<file path="src/rtl/hpc3_rand_source.sv">
// hpc3_rand_source: 64-bit LFSR randomness source feeding N_GADGETS hpc3 AND gadgets
//
// Ports:
//   clk         single rising-edge clock
//   rst         asynchronous active-high reset
//   seed_valid  seed_data is offered
//   seed_ready  a seed is accepted this cycle (IDLE only)
//   seed_data   64-bit seed; zero is replaced by 64'h1
//   en          consumer takes the current word and requests the next
//   rand_valid  rand_out carries fresh, never-consumed bits
//   rand_out    bit 2k = randa, bit 2k+1 = randb of gadget k
//
// Optional feature: define RAND_RESEED_EN to return to IDLE after
// RESEED_PERIOD consumptions and demand a new seed.
module hpc3_rand_source #(
    parameter int N_GADGETS     = 4,
    parameter int WARMUP        = 16,
    parameter int RESEED_PERIOD = 1024
) (
    input  logic                   clk,
    input  logic                   rst,
    input  logic                   seed_valid,
    output logic                   seed_ready,
    input  logic [63:0]            seed_data,
    input  logic                   en,
    output logic                   rand_valid,
    output logic [2*N_GADGETS-1:0] rand_out
);
    localparam int W = 2 * N_GADGETS;

    typedef enum logic [1:0] {IDLE, WARM, RUN} state_t;

    state_t         state_q, state_d;
    logic [63:0]    s_q, s_d, s_adv;
    logic [W-1:0]   rand_q, rand_d, fbs;
    logic           valid_q, valid_d;
    logic [7:0]     warm_q, warm_d;
    logic           load, adv, consume, warm_done, period_done;

    // W chained LFSR steps; fbs[i] is the feedback bit of step i
    always_comb begin
        s_adv = s_q;
        fbs   = '0;
        for (int i = 0; i < W; i++) begin
            fbs[i] = s_adv[63] ^ s_adv[62] ^ s_adv[60] ^ s_adv[59];
            s_adv  = {s_adv[62:0], fbs[i]};
        end
    end

    always_ff @(posedge clk or posedge rst) begin
        if (rst) state_q <= IDLE;
        else     state_q <= state_d;
    end

    always_comb begin
        state_d = state_q;
        case (state_q)
            IDLE:    state_d = load ? WARM : IDLE;
            WARM:    state_d = warm_done ? RUN : WARM;
            RUN:     state_d = period_done ? IDLE : RUN;
            default: state_d = IDLE;
        endcase
    end

    always_comb begin
        seed_ready = state_q == IDLE;
        load       = seed_ready && seed_valid;
        consume    = state_q == RUN && en && valid_q;
        adv        = state_q == WARM || consume;
        warm_done  = warm_q == 8'(WARMUP - 1);
    end

`ifdef RAND_RESEED_EN
    logic [15:0] cons_q, cons_d;
    assign period_done = consume && cons_q == 16'(RESEED_PERIOD - 1);
    assign cons_d      = state_q != RUN ? 16'd0 :
                         period_done    ? 16'd0 :
                         consume        ? cons_q + 16'd1 : cons_q;
    always_ff @(posedge clk or posedge rst) begin
        if (rst) cons_q <= '0;
        else     cons_q <= cons_d;
    end
`else
    assign period_done = 1'b0;
`endif

    // Output word is only replaced on an advance, so consumed bits never reappear
    always_comb begin
        s_d     = load ? (seed_data == 64'd0 ? 64'h1 : seed_data) : adv ? s_adv : s_q;
        rand_d  = adv ? fbs : rand_q;
        valid_d = (state_q == WARM && warm_done) || (state_q == RUN && valid_q && !period_done);
        warm_d  = state_q == WARM ? warm_q + 8'd1 : 8'd0;
    end

    always_ff @(posedge clk or posedge rst) begin
        if (rst) begin
            s_q     <= '0;
            rand_q  <= '0;
            valid_q <= 1'b0;
            warm_q  <= '0;
        end else begin
            s_q     <= s_d;
            rand_q  <= rand_d;
            valid_q <= valid_d;
            warm_q  <= warm_d;
        end
    end

    assign rand_valid = valid_q;
    assign rand_out   = rand_q;
endmodule

</file>
<file path="config.mk">
export PLATFORM = sky130hd
export DESIGN_NAME = hpc3_rand_source
export DESIGN_NICKNAME = d
export VERILOG_FILES = /design/src/rtl/hpc3_rand_source.sv
export SDC_FILE = /design/constraint.sdc
export NUM_CORES = 1
export LEC_CHECK = 0
export ABC_AREA = 1
export CAP_MARGIN = 20
export CORE_MARGIN = 1
export CORE_UTILIZATION = 55
export DETAILED_ROUTE_END_ITERATION = 8
export HOLD_SLACK_MARGIN = 0.06
export PLACE_DENSITY = 0.84
export SLEW_MARGIN = 20
export SYNTH_ARGS = -nofsm -noshare
export SYNTH_HDL_FRONTEND = slang
export SYNTH_SLANG_ARGS = --single-unit
</file>
<file path="constraint.sdc">
create_clock -name clk -period 5.7 [get_ports clk]
set_input_delay 1.14 -clock clk [delete_from_list [all_inputs] [get_ports clk]]
set_output_delay 1.14 -clock clk [all_outputs]
set_load 0.02 [all_outputs]
</file>
== Word-level counts from Yosys, hierarchy flattened ==
Index checks and enable logic that the tools add are counted.

* Register bits after elaboration: 83
* Output and inout bits: 10

* Add/sub/neg operators: 1
* Equality and inequality tests: 3
* Muxes and demuxes: 7
* Bitwise logic cells: 24
* Reductions and logical operators: 10

{| class="wikitable"
|+ Operators by type and width
! operator !! number
|-
| $mux 64 || 3
|-
| $logic_not 64->1 || 1
|-
| $xor 1x1->1 || 24
|-
| $add 8x1->8 const B || 1
|-
| $eq 8x4->1 const B || 1
|-
| $mux 8 || 1
|-
| $pmux 2 s3 || 1
|-
| $logic_and 1x1->1 || 5
|-
| $eq 2x1->1 const B || 1
|-
| $eq 2x2->1 const B || 1
|-
| $logic_not 2->1 || 1
|-
| $logic_or 1x1->1 || 2
|-
| $mux 2 || 1
|-
| $reduce_bool 2->1 || 1
|-
| $mux 1 || 1
|}

== Depth between registers and ports, before layout ==
Gate-level depths: netlist of run 1.

* Depth after elaboration: 6
* Mapped depth: 11

== Worst setup path before layout of run 1 ==
Ideal clock, no wire load.

* Path type: input port to flip-flop
* Start point: in seed_valid
* End point: reg s_q[60]
* Library setup time: 0.130 ns
* Arrival: 1.914 ns
* Data required time: 5.570 ns
* Setup slack: 3.656 ns
* Stages: 8
* Path buffers: 2
* Cells stage by stage: nand2_1 -> inv_2 -> nor2_2 -> clkinv_2 -> buf_6 -> buf_6 -> nor2_1 -> a31oi_1

* Word-level cells in the longest chain between the ends: 2
* Elaborated cells on any way between the ends: 3
* Classes of those cells: 1 x mux; 2 x reduce/logical

{| class="wikitable"
|+ Ends and longest elaborated chain
! element !! RTL line !! text
|-
| start: declaration || 22 || <nowiki>input logic seed_valid,</nowiki>
|-
| $logic_and 1x1->1 * || 67 || <nowiki>load = seed_ready && seed_valid;</nowiki>
|-
| $mux 64 / $reduce_bool 2->1 (equally long branches) || - ||
|-
| end signal: assignment || 97 || <nowiki>s_q <= '0;</nowiki>
|-
| end signal: assignment || 102 || <nowiki>s_q <= s_d;</nowiki>
|-
| end: declaration || 34 || <nowiki>logic [63:0] s_q, s_d, s_adv;</nowiki>
|}

Every way passes the cells marked *; elsewhere a longest branch is shown, timed or not.
A chain may end at the register's enable or synchronous reset.

== Final worst setup path of run 1 ==
* Start point: in en
* End point: reg s_q[38]

* Word-level cells in the longest chain between the ends: 4

{| class="wikitable"
|+ Ends and longest elaborated chain
! element !! RTL line !! text
|-
| start: declaration || 25 || <nowiki>input logic en,</nowiki>
|-
| $logic_and 1x1->1 (2 in series) || 68 || <nowiki>consume = state_q == RUN && en && valid_q;</nowiki>
|-
| $logic_or 1x1->1 || 69 || <nowiki>adv = state_q == WARM || consume;</nowiki>
|-
| $reduce_bool 2->1 (no line) || - ||
|}

Every way passes these cells.

==> results of run 1 <==
[flip-flops by register name, indices dropped and copies added, names as in the netlist]
name        flops
state_q         2
rand_valid      1
s_q            64
warm_q          8
rand_out        8
[worst max-delay path, delay by kind of cell]
kind                   cells  cell delay [ps]
buffers and inverters      3             1440
AOI/OAI and AO/OA          1               60
and+or+nand+nor            4              670
[cell usage in the layout, fill, tap and decap left out]
cell type	n
inv_6	1
nand3_1	11
ha_1	1
clkbuf_8	11
inv_2	1
o21a_1	7
nand4_1	2
a21oi_1	5
nand2_1	175
or2_1	1
nor4_1	1
nor3_1	1
clkdlybuf4s50_1	77
or2_2	7
xnor2_1	16
dfrtp_1	83
inv_1	14
o21ai_0	5
nand2_2	1
nor2_2	1
nor2_1	108
buf_4	4
clkinv_4	1
clkinvlp_4	1
nand2_4	1
clkinv_2	3
a31oi_1	57
bufinv_16	1
[per-layer routing]
metal  GRT usage (%)  share of wire (%)  up-vias
li1                -                  -     1839
met1            34.7                 42     1724
met2            45.1                 49      130
met3            3.64                5.9       27
met4            13.8                3.2        0
met5               0                  0        -
[cell type report]
class	count	area share [%]
multi-input combinational	400	35.8
clock buffer	11	2.96
sequential	83	40.7
clock inverter	5	1.18
tap	99	2.43
inverter	17	1.30
timing repair buffer	81	15.7
[where the power goes]
| part | internal, uW | switching [uW] | total [uW] |
|---|---|---|---|
| Clock | 228 | 215 | 443 |
| Sequential | 752 | 116 | 868 |
| Combinational | 264 | 256 | 520 |
[worst max path at each step]
stage | startpoint | endpoint | cells past startpoint
after global routing | en | s_q[60] | 8
after detailed placement | en | s_q[38] | 8
after CTS | en | s_q[60] | 8
final | en | s_q[38] | 8
after global placement | en | s_q[0] | 10
after floorplan | rst | rand_out[0] | 1
[cell usage after synthesis, drive strengths merged]
| cell | instances |
|---|---|
| nand2 | 177 |
| nor2 | 109 |
| dfrtp | 83 |
| a31oi | 57 |
| buf | 18 |
| inv | 16 |
| xnor2 | 16 |
| nand3 | 11 |
| clkbuf | 10 |
| or2 | 8 |
| o21a | 7 |
| a21oi | 5 |
| o21ai | 5 |
| nand4 | 2 |
| clkinv | 1 |
| ha | 1 |
| nor3 | 1 |
| nor4 | 1 |
[per-stage QoR]
stage               worst slack (ps)  total power [uW]  util, %  hold slack (ps)  cell area [sq um]
floorplan                       2420              1190        -              429               4120
global placement                2290              1370     67.5              451               4890
detailed placement              2230              1390     67.5              468               4890
CTS                             2580              1830     70.4              481               5100
global route                    2340              1940     70.4              514               5110
finish                          2570              1830     70.4              481               5110
[cells by family (layout without fill, tap and decap cells)]
logic type	Yosys count	after routing	synth area share, %
and+or+nand+nor	309	309	29.5
xor gates and xnor gates	16	16	3.40
AOI/OAI and AO/OA	74	74	11.2
buffers and inverters	45	114	5.23
DFF	83	83	50.5
adders and majority gates	1	1	0.304
==> results_dict.tcl, run 1 <==
set metrics [dict create \
    via_per_inst 5.34 \
    clk_latency_ps 350 \
    worstPathCellList "clkdlybuf4s50_1, nand4_1, nand2_4, nor2_2, clkinv_2, buf_4, nor2_1, a31oi_1" \
    grt_pass1_vias 3543 \
    drc_errors 0 \
    avgSynthCellArea_sq_um 7.80 \
    leakagePower_uw 0.00223 \
    wire_per_inst_microns 13.7 \
    maxCapViolCount 0 \
    fin_crit_sh_pct 54.9 \
    multi_input_area_sq_mm 0.00183 \
    hold_depth 1 \
    postCtsSetupRepairBufs 0 \
    rr_worst_depth 8 \
    ios 78 \
    rr_endpoint "s_q[38]" \
    cp_slowest_stage_delay_ps 520 \
    path_max_fanout 57 \
    fillers 581 \
    drt_iter0_markers 285 \
    netlist_area_sq_mm 0.00412 \
    grt_max_degree 67 \
    end_kind "flop" \
    hpwl_microns 6900 \
    cts_buffer_depth 2 \
    cts_hold_buf 0 \
    synth_cell_types 24 \
    synth.top_cell.area_share_pct 50.5 \
    place.gp.congestion 0.820 \
    fin_skew_ps 8.71 \
    seq_area_frac_synth_pct 50.5 \
    drive_gt1_share_pct 5.53 \
    cts_sinks 83 \
    period_needed_ps 3130 \
    cts_tree "yes" \
    finalSetupViolCount 0 \
    ys_seq_elements 83 \
    ant_nets 0 \
    synth_warnings 0 \
    cts_buffers 9 \
    drt_pass1_iterations 5 \
    regArea_sq_mm 0.00208 \
    timing.rr.start "state_q[0]" \
    hold-path-endpoint "warm_q[7]" \
    start_util_pct 56.8 \
    overflow 0 \
    required_ps 5910 \
    status "finished, final reports clean" \
    max_clock_freq_ghz 0.320 \
    die_area_sq_mm 0.00783 \
    h-tree-depth 3 \
    port_buffers 77 \
    synth_top_area_cell "dfrtp_1" \
    wl_microns 9560 \
    setup-tns-final_ps 0 \
    fin_cells 696 \
    clk_pin_slew_ps 90 \
    antenna_cells_inserted 0 \
    antenna_found_initial 0 \
    cts_resized 0 \
    root_buffer "clkbuf_8" \
    rsz0062_at_grt "no" \
    coreArea_sq_mm 0.00725 \
    hold_viol 0 \
    power_density_mw_per_mm2 359 \
    vias 3720 \
    crit_arrival_ps 3330 \
    rows 31 \
    die_x_microns 88.5 \
    vdd_drop_max_mv 0.148 \
    worst_setup_path_start_kind "input port" \
    grt_util_all_layers_pct 27.0 \
    synth_nets 597 \
    rrSetupSlack_ps 3120 \
    hold_start "warm_q[7]" \
    worst-setup-path-type "input port to flop" \
    grt_pass1_wl_microns 16000 \
    slew-limit-headroom_pct 43.4 \
    layout-area-overhead-vs-synth_pct 24.0 \
    hold_class "flop to flop" \
    netlist_instances 528 \
    die_h_microns 88.5 \
    dp_cells 680 \
    synth_area_leaders "dfrtp_1, nand2_1, nor2_1" \
    fin_nets 661 \
    drv_slew 0 \
    tightest_slew_ps 849 \
    slowest_stage "clkinv_2" \
]
(Power assumes the default switching activity.)
==> inputs of run 2 (changes only) <==
--- a/config.mk
+++ b/config.mk
@@ -8,10 +8,10 @@
 export ABC_AREA = 1
 export CAP_MARGIN = 20
 export CORE_MARGIN = 1
-export CORE_UTILIZATION = 55
+export CORE_UTILIZATION = 47
 export DETAILED_ROUTE_END_ITERATION = 8
 export HOLD_SLACK_MARGIN = 0.06
-export PLACE_DENSITY = 0.84
+export PLACE_DENSITY = 0.76
 export SLEW_MARGIN = 20
 export SYNTH_ARGS = -nofsm -noshare
 export SYNTH_HDL_FRONTEND = slang
==> constraint.sdc (replaced) <==
create_clock -name clk -period 2.6 [get_ports clk]
set_input_delay 0.52 -clock clk [delete_from_list [all_inputs] [get_ports clk]]
set_output_delay 0.52 -clock clk [all_outputs]
set_load 0.02 [all_outputs]
==> run 2 against run 1 <==
  * Utilization down 8.4 points
  * Total power is 120% higher
  * Die area is 17% higher
  * Non-clock buffer count is 3 higher
  * Critical endpoint is now seed_ready
  * Largest power group unchanged
  * Cell area increased by 1.2%
  * Wire length is 1.1% higher
  * Combinational power rose by 120%
  * Via count is 1.2% lower
  * Critical path depth down 6
==> results_dict.tcl, run 2 (synthesis results as in run 1) <==
set metrics [dict create \
    cts_resized 0 \
    ios 78 \
    cp_slowest_stage_delay_ps 630 \
    fin_area_sq_mm 0.00517 \
    rr_endpoint "s_q[61]" \
    timing.rr.start "state_q[1]" \
    antenna_cells_inserted 0 \
    rows 33 \
    grt_max_degree 67 \
    die_area_sq_mm 0.00914 \
    whs_ps 466 \
    vias 3674 \
    antenna_found_initial 0 \
    cts_hold_buf 0 \
    required_ps 2080 \
    wire_per_inst_microns 13.7 \
    fin_skew_ps 12.9 \
    fin_crit_sh_pct 80.5 \
    worst_setup_path_start_kind "flop" \
    fin_nets 664 \
    max_clock_freq_ghz 0.478 \
    place.gp.congestion 0.873 \
    maxCapViolCount 0 \
    die_h_microns 95.6 \
    largest-register "s_q" \
    via_per_inst 5.22 \
    layout_common_cells "nand2_1, nor2_1, dfrtp_1, clkdlybuf4s50_1, a31oi_1" \
    grt_pass1_vias 3419 \
    layout-area-overhead-vs-synth_pct 25.6 \
    status "finished, final reports clean" \
    drt_pass1_iterations 5 \
    period_needed_ps 2090 \
    hold_viol 0 \
    cts_buffer_depth 2 \
    power_density_mw_per_mm2 794 \
    path_max_fanout 4 \
    cts_sinks 83 \
    drv_slew 0 \
    hold_depth 1 \
    postCtsSetupRepairBufs 0 \
    dp_cells 689 \
    vdd_drop_max_mv 0.368 \
    drc_errors 0 \
    ant_nets 0 \
    slowest_stage "clkdlybuf4s50_1" \
    die_x_microns 95.6 \
    clk_latency_ps 350 \
    tightest_slew_ps 655 \
    coreArea_sq_mm 0.00834 \
    dpl_cell_area_sq_mm 0.00494 \
    rr_worst_depth 7 \
    mostFrequentLayoutCell "nand2_1" \
    wl_microns 9670 \
    grt_util_all_layers_pct 23.1 \
    grt_pass1_wl_microns 15900 \
    rrSetupSlack_ps 770 \
    start_util_pct 49.4 \
    rsz0062_at_grt "no" \
    hold_class "flop to flop" \
    drt_iter0_markers 258 \
    finalSetupViolCount 0 \
    worst-setup-path-type "flop to output port" \
    largest_register_ffs 64 \
    drive_gt1_share_pct 5.68 \
    slew-limit-headroom_pct 56.3 \
    port_buffers 77 \
    hold_start "warm_q[0]" \
    cts_buffers 9 \
    clk_pin_slew_ps 80 \
    worstPathCellList "nor2_1, clkdlybuf4s50_1" \
    cts_tree "yes" \
    h-tree-depth 3 \
    crit_arrival_ps 1570 \
    overflow 0 \
    fin_util_pct 62.0 \
    fin_cells 704 \
    end_kind "output port" \
    setup-tns-final_ps 0 \
    hpwl_microns 6960 \
    leakagePower_uw 0.00225 \
    hold-path-endpoint "warm_q[0]" \
    root_buffer "clkbuf_8" \
]
## run 2: routing by layer
layer  vias up  track usage (%)  part of all wire [%]
li1       1847                -                     -
met1      1703             30.2                    44
met2       116             39.1                    50
met3         8             4.70                   5.4
met4         0             5.85                  0.72
met5         -                0                     0
## run 2: area by class of cell
| class | count | area [sq um] |
|---|---|---|
| repair buffers | 84 | 836 |
| flip-flops and latches | 83 | 2080 |
| clock buffers | 10 | 128 |
| fillers | 740 | 3170 |
| inverters | 17 | 68.8 |
| well taps | 105 | 131 |
| multi-input cells | 400 | 1830 |
| clock inverters | 5 | 103 |
## run 2: where the power goes
part           internal (uW)  switching [uW]  leakage [uW]
logic                    584             552       0.00123
registers               1650             239      0.000904
clock network            632             449      0.000112
total                   2860            1240       0.00225
## run 2: how the worst max path moves through the flow
stage | start | endpoint | slack (ps) | depth (start not counted)
floorplan | state_q[1] | s_q[10] | 940 | 8
global route | state_q[1] | seed_ready | 430 | 2
global placement | seed_valid | s_q[0] | 500 | 8
CTS | state_q[1] | seed_ready | 490 | 2
finish | state_q[1] | seed_ready | 510 | 2
detailed placement | en | s_q[61] | 460 | 8
## run 2: per-stage QoR
stage	total power (uW)	setup WS, ps
after detailed placement	3040	455
after CTS	4140	494
after global placement	3010	498
after global routing	4360	431
final	4100	507
after floorplan	2600	943
## run 2: critical path: cells and delay by family, from the launching register on
family                 cells  cell delay (ps)
flip-flops                 1              420
buffers and inverters      1              630
AND/OR/NAND/NOR            1              170
